===== src/rtl/vote_byte_encoder_if.sv =====
// Vote-in / byte-out handshake bundle for vote_byte_encoder.
// master = upstream vote source + UART side; slave = the encoder itself.
interface vote_byte_encoder_if #(
  parameter int NUM_VOTES = 10000
);
  localparam int CW = $clog2(NUM_VOTES);

  // Both handshakes: a transfer happens on a rising edge where valid && ready;
  // the producer holds its data stable while valid is high and ready is low.
  logic          vote_in;
  logic          vote_valid_in;
  logic          vote_ready_out;
  logic [7:0]    byte_out;
  logic          byte_valid_out;
  logic          byte_ready_in;
  logic [CW-1:0] sent_count_out;
  logic          done_out;

  modport master (
    output vote_in, vote_valid_in, byte_ready_in,
    input  vote_ready_out, byte_out, byte_valid_out, sent_count_out, done_out
  );

  modport slave (
    input  vote_in, vote_valid_in, byte_ready_in,
    output vote_ready_out, byte_out, byte_valid_out, sent_count_out, done_out
  );
endinterface


===== src/rtl/vote_byte_encoder.sv =====
// Buffers single-bit votes and emits one repetition-coded byte per vote.
// Optional macro VOTE_TX_ERR_INJECT_EN flips one LFSR-selected bit per byte.
module vote_byte_encoder #(
  parameter int FIFO_DEPTH = 16,
  parameter int NUM_VOTES  = 10000
) (
  input  logic                      clk_in,
  input  logic                      rst_in,
  vote_byte_encoder_if.slave        bus,
  output logic                      state_dbg
);
  localparam int AW = $clog2(FIFO_DEPTH);
  localparam int CW = $clog2(NUM_VOTES);

  localparam logic [0:0] ST_IDLE = 1'b0;
  localparam logic [0:0] ST_SEND = 1'b1;

  logic [0:0]          state;
  logic [FIFO_DEPTH-1:0] mem;
  logic [AW-1:0]       wr_ptr;
  logic [AW-1:0]       rd_ptr;
  logic [AW:0]         occ;
  logic [7:0]          byte_q;
  logic [7:0]          byte_nxt;
  logic [CW-1:0]       cnt;
  logic                done_q;
  logic                full;
  logic                empty;
  logic                push;
  logic                pop;
  logic                accept;

  // Ready is derived from registered occupancy only: a full FIFO refuses a
  // push even when a pop happens on the same edge.
  assign full   = (occ == (AW+1)'(FIFO_DEPTH));
  assign empty  = (occ == '0);
  assign push   = bus.vote_valid_in && !full;
  assign accept = (state == ST_SEND) && bus.byte_ready_in;
  assign pop    = !empty && ((state == ST_IDLE) || accept);

`ifdef VOTE_TX_ERR_INJECT_EN
  logic [7:0] lfsr;
  logic [7:0] lfsr_nxt;

  // Loads use the post-advance value so byte k always flips at step^k(seed).
  always_comb begin
    lfsr_nxt = lfsr;
    if (accept) lfsr_nxt = {lfsr[6:0], lfsr[7] ^ lfsr[5] ^ lfsr[4] ^ lfsr[3]};
  end

  always_ff @(posedge clk_in or negedge rst_in) begin
    if (!rst_in) lfsr <= 8'hA5;
    else         lfsr <= lfsr_nxt;
  end

  always_comb byte_nxt = {8{mem[rd_ptr]}} ^ (8'h01 << lfsr_nxt[2:0]);
`else
  always_comb byte_nxt = {8{mem[rd_ptr]}};
`endif

  always_ff @(posedge clk_in) begin
    if (push) mem[wr_ptr] <= bus.vote_in;
  end

  always_ff @(posedge clk_in or negedge rst_in) begin
    if (!rst_in) begin
      wr_ptr <= '0;
      rd_ptr <= '0;
      occ    <= '0;
    end else begin
      if (push) wr_ptr <= wr_ptr + AW'(1);
      if (pop)  rd_ptr <= rd_ptr + AW'(1);
      case ({push, pop})
        2'b10:   occ <= occ + (AW+1)'(1);
        2'b01:   occ <= occ - (AW+1)'(1);
        default: occ <= occ;
      endcase
    end
  end

  always_ff @(posedge clk_in or negedge rst_in) begin
    if (!rst_in) begin
      state  <= ST_IDLE;
      byte_q <= 8'h00;
    end else begin
      if (pop) begin
        state  <= ST_SEND;
        byte_q <= byte_nxt;
      end else if (accept) begin
        state  <= ST_IDLE;
      end
    end
  end

  always_ff @(posedge clk_in or negedge rst_in) begin
    if (!rst_in) begin
      cnt    <= '0;
      done_q <= 1'b0;
    end else begin
      done_q <= 1'b0;
      if (accept) begin
        if (cnt == CW'(NUM_VOTES - 1)) begin
          cnt    <= '0;
          done_q <= 1'b1;
        end else begin
          cnt    <= cnt + CW'(1);
        end
      end
    end
  end

  assign bus.vote_ready_out = !full;
  assign bus.byte_out       = byte_q;
  assign bus.byte_valid_out = (state == ST_SEND);
  assign bus.sent_count_out = cnt;
  assign bus.done_out       = done_q;
  assign state_dbg          = state;
endmodule


===== src/flat_wrapper.sv =====
// flat-port wrapper written by rule: the top's interface ports become plain ports
module vote_byte_encoder_flat 
#(
  parameter int FIFO_DEPTH = 16,
  parameter int NUM_VOTES  = 10000
)
  (clk_in, rst_in, state_dbg, bus_vote_in, bus_vote_valid_in, bus_byte_ready_in, bus_vote_ready_out, bus_byte_out, bus_byte_valid_out, bus_sent_count_out, bus_done_out);
  vote_byte_encoder_if #(.NUM_VOTES(NUM_VOTES)) bus_i ();
  input  logic clk_in;
  input  logic rst_in;
  output logic state_dbg;
  input wire logic [$bits(bus_i.vote_in)-1:0] bus_vote_in;
  input wire logic [$bits(bus_i.vote_valid_in)-1:0] bus_vote_valid_in;
  input wire logic [$bits(bus_i.byte_ready_in)-1:0] bus_byte_ready_in;
  output wire logic [$bits(bus_i.vote_ready_out)-1:0] bus_vote_ready_out;
  output wire logic [$bits(bus_i.byte_out)-1:0] bus_byte_out;
  output wire logic [$bits(bus_i.byte_valid_out)-1:0] bus_byte_valid_out;
  output wire logic [$bits(bus_i.sent_count_out)-1:0] bus_sent_count_out;
  output wire logic [$bits(bus_i.done_out)-1:0] bus_done_out;
  assign bus_i.vote_in = bus_vote_in;
  assign bus_i.vote_valid_in = bus_vote_valid_in;
  assign bus_i.byte_ready_in = bus_byte_ready_in;
  assign bus_vote_ready_out = bus_i.vote_ready_out;
  assign bus_byte_out = bus_i.byte_out;
  assign bus_byte_valid_out = bus_i.byte_valid_out;
  assign bus_sent_count_out = bus_i.sent_count_out;
  assign bus_done_out = bus_i.done_out;
  vote_byte_encoder #(.FIFO_DEPTH(FIFO_DEPTH), .NUM_VOTES(NUM_VOTES)) u_core (.clk_in(clk_in), .rst_in(rst_in), .bus(bus_i), .state_dbg(state_dbg));
endmodule

===== config.mk =====
export PLATFORM = sky130hd
export DESIGN_NAME = vote_byte_encoder_flat
export DESIGN_NICKNAME = d
export VERILOG_FILES = /design/src/rtl/vote_byte_encoder_if.sv /design/src/rtl/vote_byte_encoder.sv /design/src/flat_wrapper.sv
export SDC_FILE = /design/constraint.sdc
export NUM_CORES = 1
export LEC_CHECK = 0
export BUFFER_PORTS_ARGS = -buffer_cell sky130_fd_sc_hd__buf_2
export CORE_ASPECT_RATIO = 0.7
export CORE_MARGIN = 1
export CORE_UTILIZATION = 48
export DETAILED_ROUTE_END_ITERATION = 16
export PLACE_DENSITY = 0.69
export SLEW_MARGIN = 25
export SYNTH_ARGS = -nofsm -noshare
export SYNTH_HDL_FRONTEND = slang
export SYNTH_SLANG_ARGS = --single-unit

===== constraint.sdc =====
create_clock -name clk_in -period 7.4 [get_ports clk_in]
set_input_delay 1.11 -clock clk_in [delete_from_list [all_inputs] [get_ports clk_in]]
set_output_delay 1.11 -clock clk_in [all_outputs]
set_load 0.005 [all_outputs]

==> key figures <==
Critical path
  • Reg2reg end: u_core.occ[4]
  • CP max stage cell: or3b_2
  • WP data arrival: 3330 ps
  • Buf/Inv on CP: 3
  • CP Launch Type: primary input
  • FF-to-FF setup slack: approximately 4500 ps
  • Critical Path RT: roughly 7600 ps
  • Delay-heaviest family, CP: compound AO/OA/AOI/OAI gates
  • R2R depth: 10
  • Endpoint type of the worst setup path: register
  • Worst path max stage delay: 460 ps
  • Crit path cell chain: buf_2, inv_1, a31oi_2, inv_1, ha_1, xor2_1, ha_1, or3b_2, a211oi_1, o21bai_1, xnor2_1
  • Crit Path Class: primary input to register
  • Worst reg2reg path startpoint: u_core.occ[1]
  • Worst-path fanout max: 9

Drt
  • Post-route DRC: 0
  • Antenna viol nets, final: 0
  • Wire per inst: 14.4 um
  • Vias: between 1,000 and 1,500
  • Vias per cell: 5.35
  • Initial DRC count: 97
  • DRT Wirelength: just under 4000 um
  • Drt pass-1 iters: 4

Floorplan
  • Die area: 0.00511 mm2
  • I/O Pins: 31
  • Die width: 85 um
  • Die height: approximately 60 um
  • Core ar.: 0.00448 mm2
  • Initial Util: 0.517
  • Core Rows: 20

Clock tree
  • Clk pin slew, worst setup/hold paths: 90 ps
  • CTS sink count: 46
  • Post-cts sizing count: 0
  • CTS Buffer Depth: 2
  • Root buffer cell: clkbuf_8
  • Hold buffer count at cts: 0
  • CTS buffer count: 5
  • CTS tree: done
  • Post-CTS Repair Setup Buffers: 0
  • H-tree levels: 2
  • Clock latency on the worst-skew pair: 300 ps

Finish
  • Final nets: around 240
  • Ant diodes: 0
  • Layout Area Growth over Synthesis: 11.5%
  • Multi-input gate area: approximately 970 um2
  • Layout cells sized above 1: 0.239
  • Post-layout util: 0.576
  • FILL cells: 374
  • Register area: between 0.001 and 0.0015 mm2

Synth
  • Synthesized area: 0.00231 mm2
  • Mapped Cells: 199
  • Yosys top cell area share: 0.324
  • Synth area leaders: dfrtp_1 (32%), edfxtp_1 (21%), xnor2_1 (5.7%)
  • Asr flop ratio synth: 0.652
  • Register area share after synthesis: 0.532
  • Top_reg_cell synth: dfrtp_1
  • Post-synth EDFFs: 16
  • Post-synthesis cell type count: 45
  • Synth area leader: dfrtp_1
  • Syn_area_per_cell: 11.6 um2
  • Yosys reg bits: 46
  • Synth warn: 0
  • Syn Nets: 213

Hold path
  • WHS Path Cells: 1
  • WHS Endpoint: u_core.bus.sent_count_out[13]
  • Origin of the worst min-delay path: u_core.bus.sent_count_out[13]
  • HP Class: register to register

Timing
  • Setup violators final: 0
  • Max Clock Skew: 11.5 ps
  • Unrepaired setup endpoints after global routing: false
  • Final hold viol count: 0
  • Period minus WS final: 3130 ps
  • Fmax: between 300 and 400 MHz
  • Final period util: 0.423
  • Pins Over Slew Limit: 0
  • Slew headroom: 0.552
  • Setup_tns: 0 ps
  • Slew @ Worst Pin: 672 ps

Place
  • Post-DP HPWL: 2830 um
  • GPL Wtd Cong: 0.820
  • Port Buffer Count: 30

Job
  • Max_cap viols: 0

Status
  • Outcome: complete, no violations

Global route
  • GRT Util Overall: 0.176
  • Total gr overflow: 0
  • First-pass GRT wire length: 6760 um
  • Largest net degree at the start of global routing: 31
  • Vias in the first global route: 1,355
  • Initial antenna violation count: 0

Pwr
  • P per Cell Area: about 370 mW/mm2
  • Leakage: 1.10 nW
  • Max IR drop VDD: 0.198 mV
## per-stage QoR
stage	cells	power (mW)	instance area (um2)	hold slack, ps	worst slack (ps)
3_5_place_dp	269	0.737	2440	486	3920
3_3_place_gp	269	0.730	2440	482	4010
4_1_cts	277	0.955	2580	500	4270
5_1_grt	277	1.02	2580	512	4090
2_1_floorplan	199	0.668	2310	460	4160
6_report	277	0.948	2580	496	4270
## layout make-up
cell class / instances / area share
repair buffers: 30 / 0.0582
flip-flops and latches: 46 / 0.477
inverters: 6 / 0.00873
clock inverters: 1 / 0.0116
clock buffers: 7 / 0.0417
multi-input cells: 132 / 0.376
well taps: 55 / 0.0267
## cell usage after synthesis (6+ instances only)
cell / number
buf_4: 8
dfrtp_1: 30
edfxtp_1: 16
ha_1: 9
inv_1: 6
nand2_1: 12
nand4_1: 7
nor2_1: 23
nor3_1: 7
xnor2_1: 15
xor2_1: 8
## metal layers
metal | vias to the layer above | track usage | wire length [um]
li1 | 731 | - | -
met1 | 703 | 0.269 | 2200
met2 | 40 | 0.236 | 1540
met3 | 9 | 0.0470 | 188
met4 | 0 | 0.0654 | 56
met5 | - | 0 | 0
## registers in the layout, summed over array words and instances (netlist names)
| register | cells |
|---|---|
| u_core.bus.byte_out | 1 |
| u_core.occ | 5 |
| u_core.rd_ptr | 4 |
| u_core.bus.done_out | 1 |
| u_core.bus.sent_count_out | 14 |
| u_core.wr_ptr | 4 |
| u_core.bus.byte_valid_out | 1 |
| u_core.mem | 16 |
## worst max path at each step
stage                               end              start  slack (ps)  cells past startpoint
after floorplan           u_core.occ[4]  bus_vote_valid_in        4160                     11
after global placement    u_core.occ[4]  bus_vote_valid_in        4010                     11
after detailed placement  u_core.occ[4]  bus_vote_valid_in        3920                     11
after CTS                 u_core.occ[4]  bus_vote_valid_in        4270                     11
after global routing      u_core.occ[4]  bus_vote_valid_in        4090                     11
final                     u_core.occ[4]  bus_vote_valid_in        4270                     11
## placed cells by master, fill, tap and decap left out, types with 3 or more instances in the layout
cell type / instances
buf_2: 30
dfrtp_1: 30
nor2_1: 23
edfxtp_1: 16
xnor2_1: 15
nand2_1: 12
ha_1: 9
xor2_1: 8
nor3_1: 7
nand4_1: 7
inv_1: 6
clkbuf_8: 6
nand3_1: 4
mux2i_1: 4
a21oi_1: 4
nand2b_1: 3
mux2_2: 3
mux4_2: 3
nand3b_1: 3
## worst register-to-register path: stages (launching register included)
cell and delay, ps:
dfrtp_1 470, nor3_2 410, a31oi_2 260, inv_1 130
ha_1 320, xor2_1 120, ha_1 230, or3b_2 460
a211oi_1 210, o21bai_1 100, xnor2_1 120
## power breakdown
group	total [mW]	leakage (nW)	switching (mW)	internal (mW)
sequential	0.437	0.510	0.105	0.332
combinational	0.294	0.523	0.142	0.153
clock	0.216	0.0696	0.0858	0.130
## cell families after synthesis
group                    share of synthesized area
multiplexers                                0.0611
XOR/XNOR                                    0.0870
flip-flops                                   0.532
buffers and inverters                       0.0486
AO/OA/AOI/OAI                               0.0492
adder cells (fa/ha/maj)                     0.0486
AND/OR/NAND/NOR                              0.174
Power figures use the tool's default switching activity.
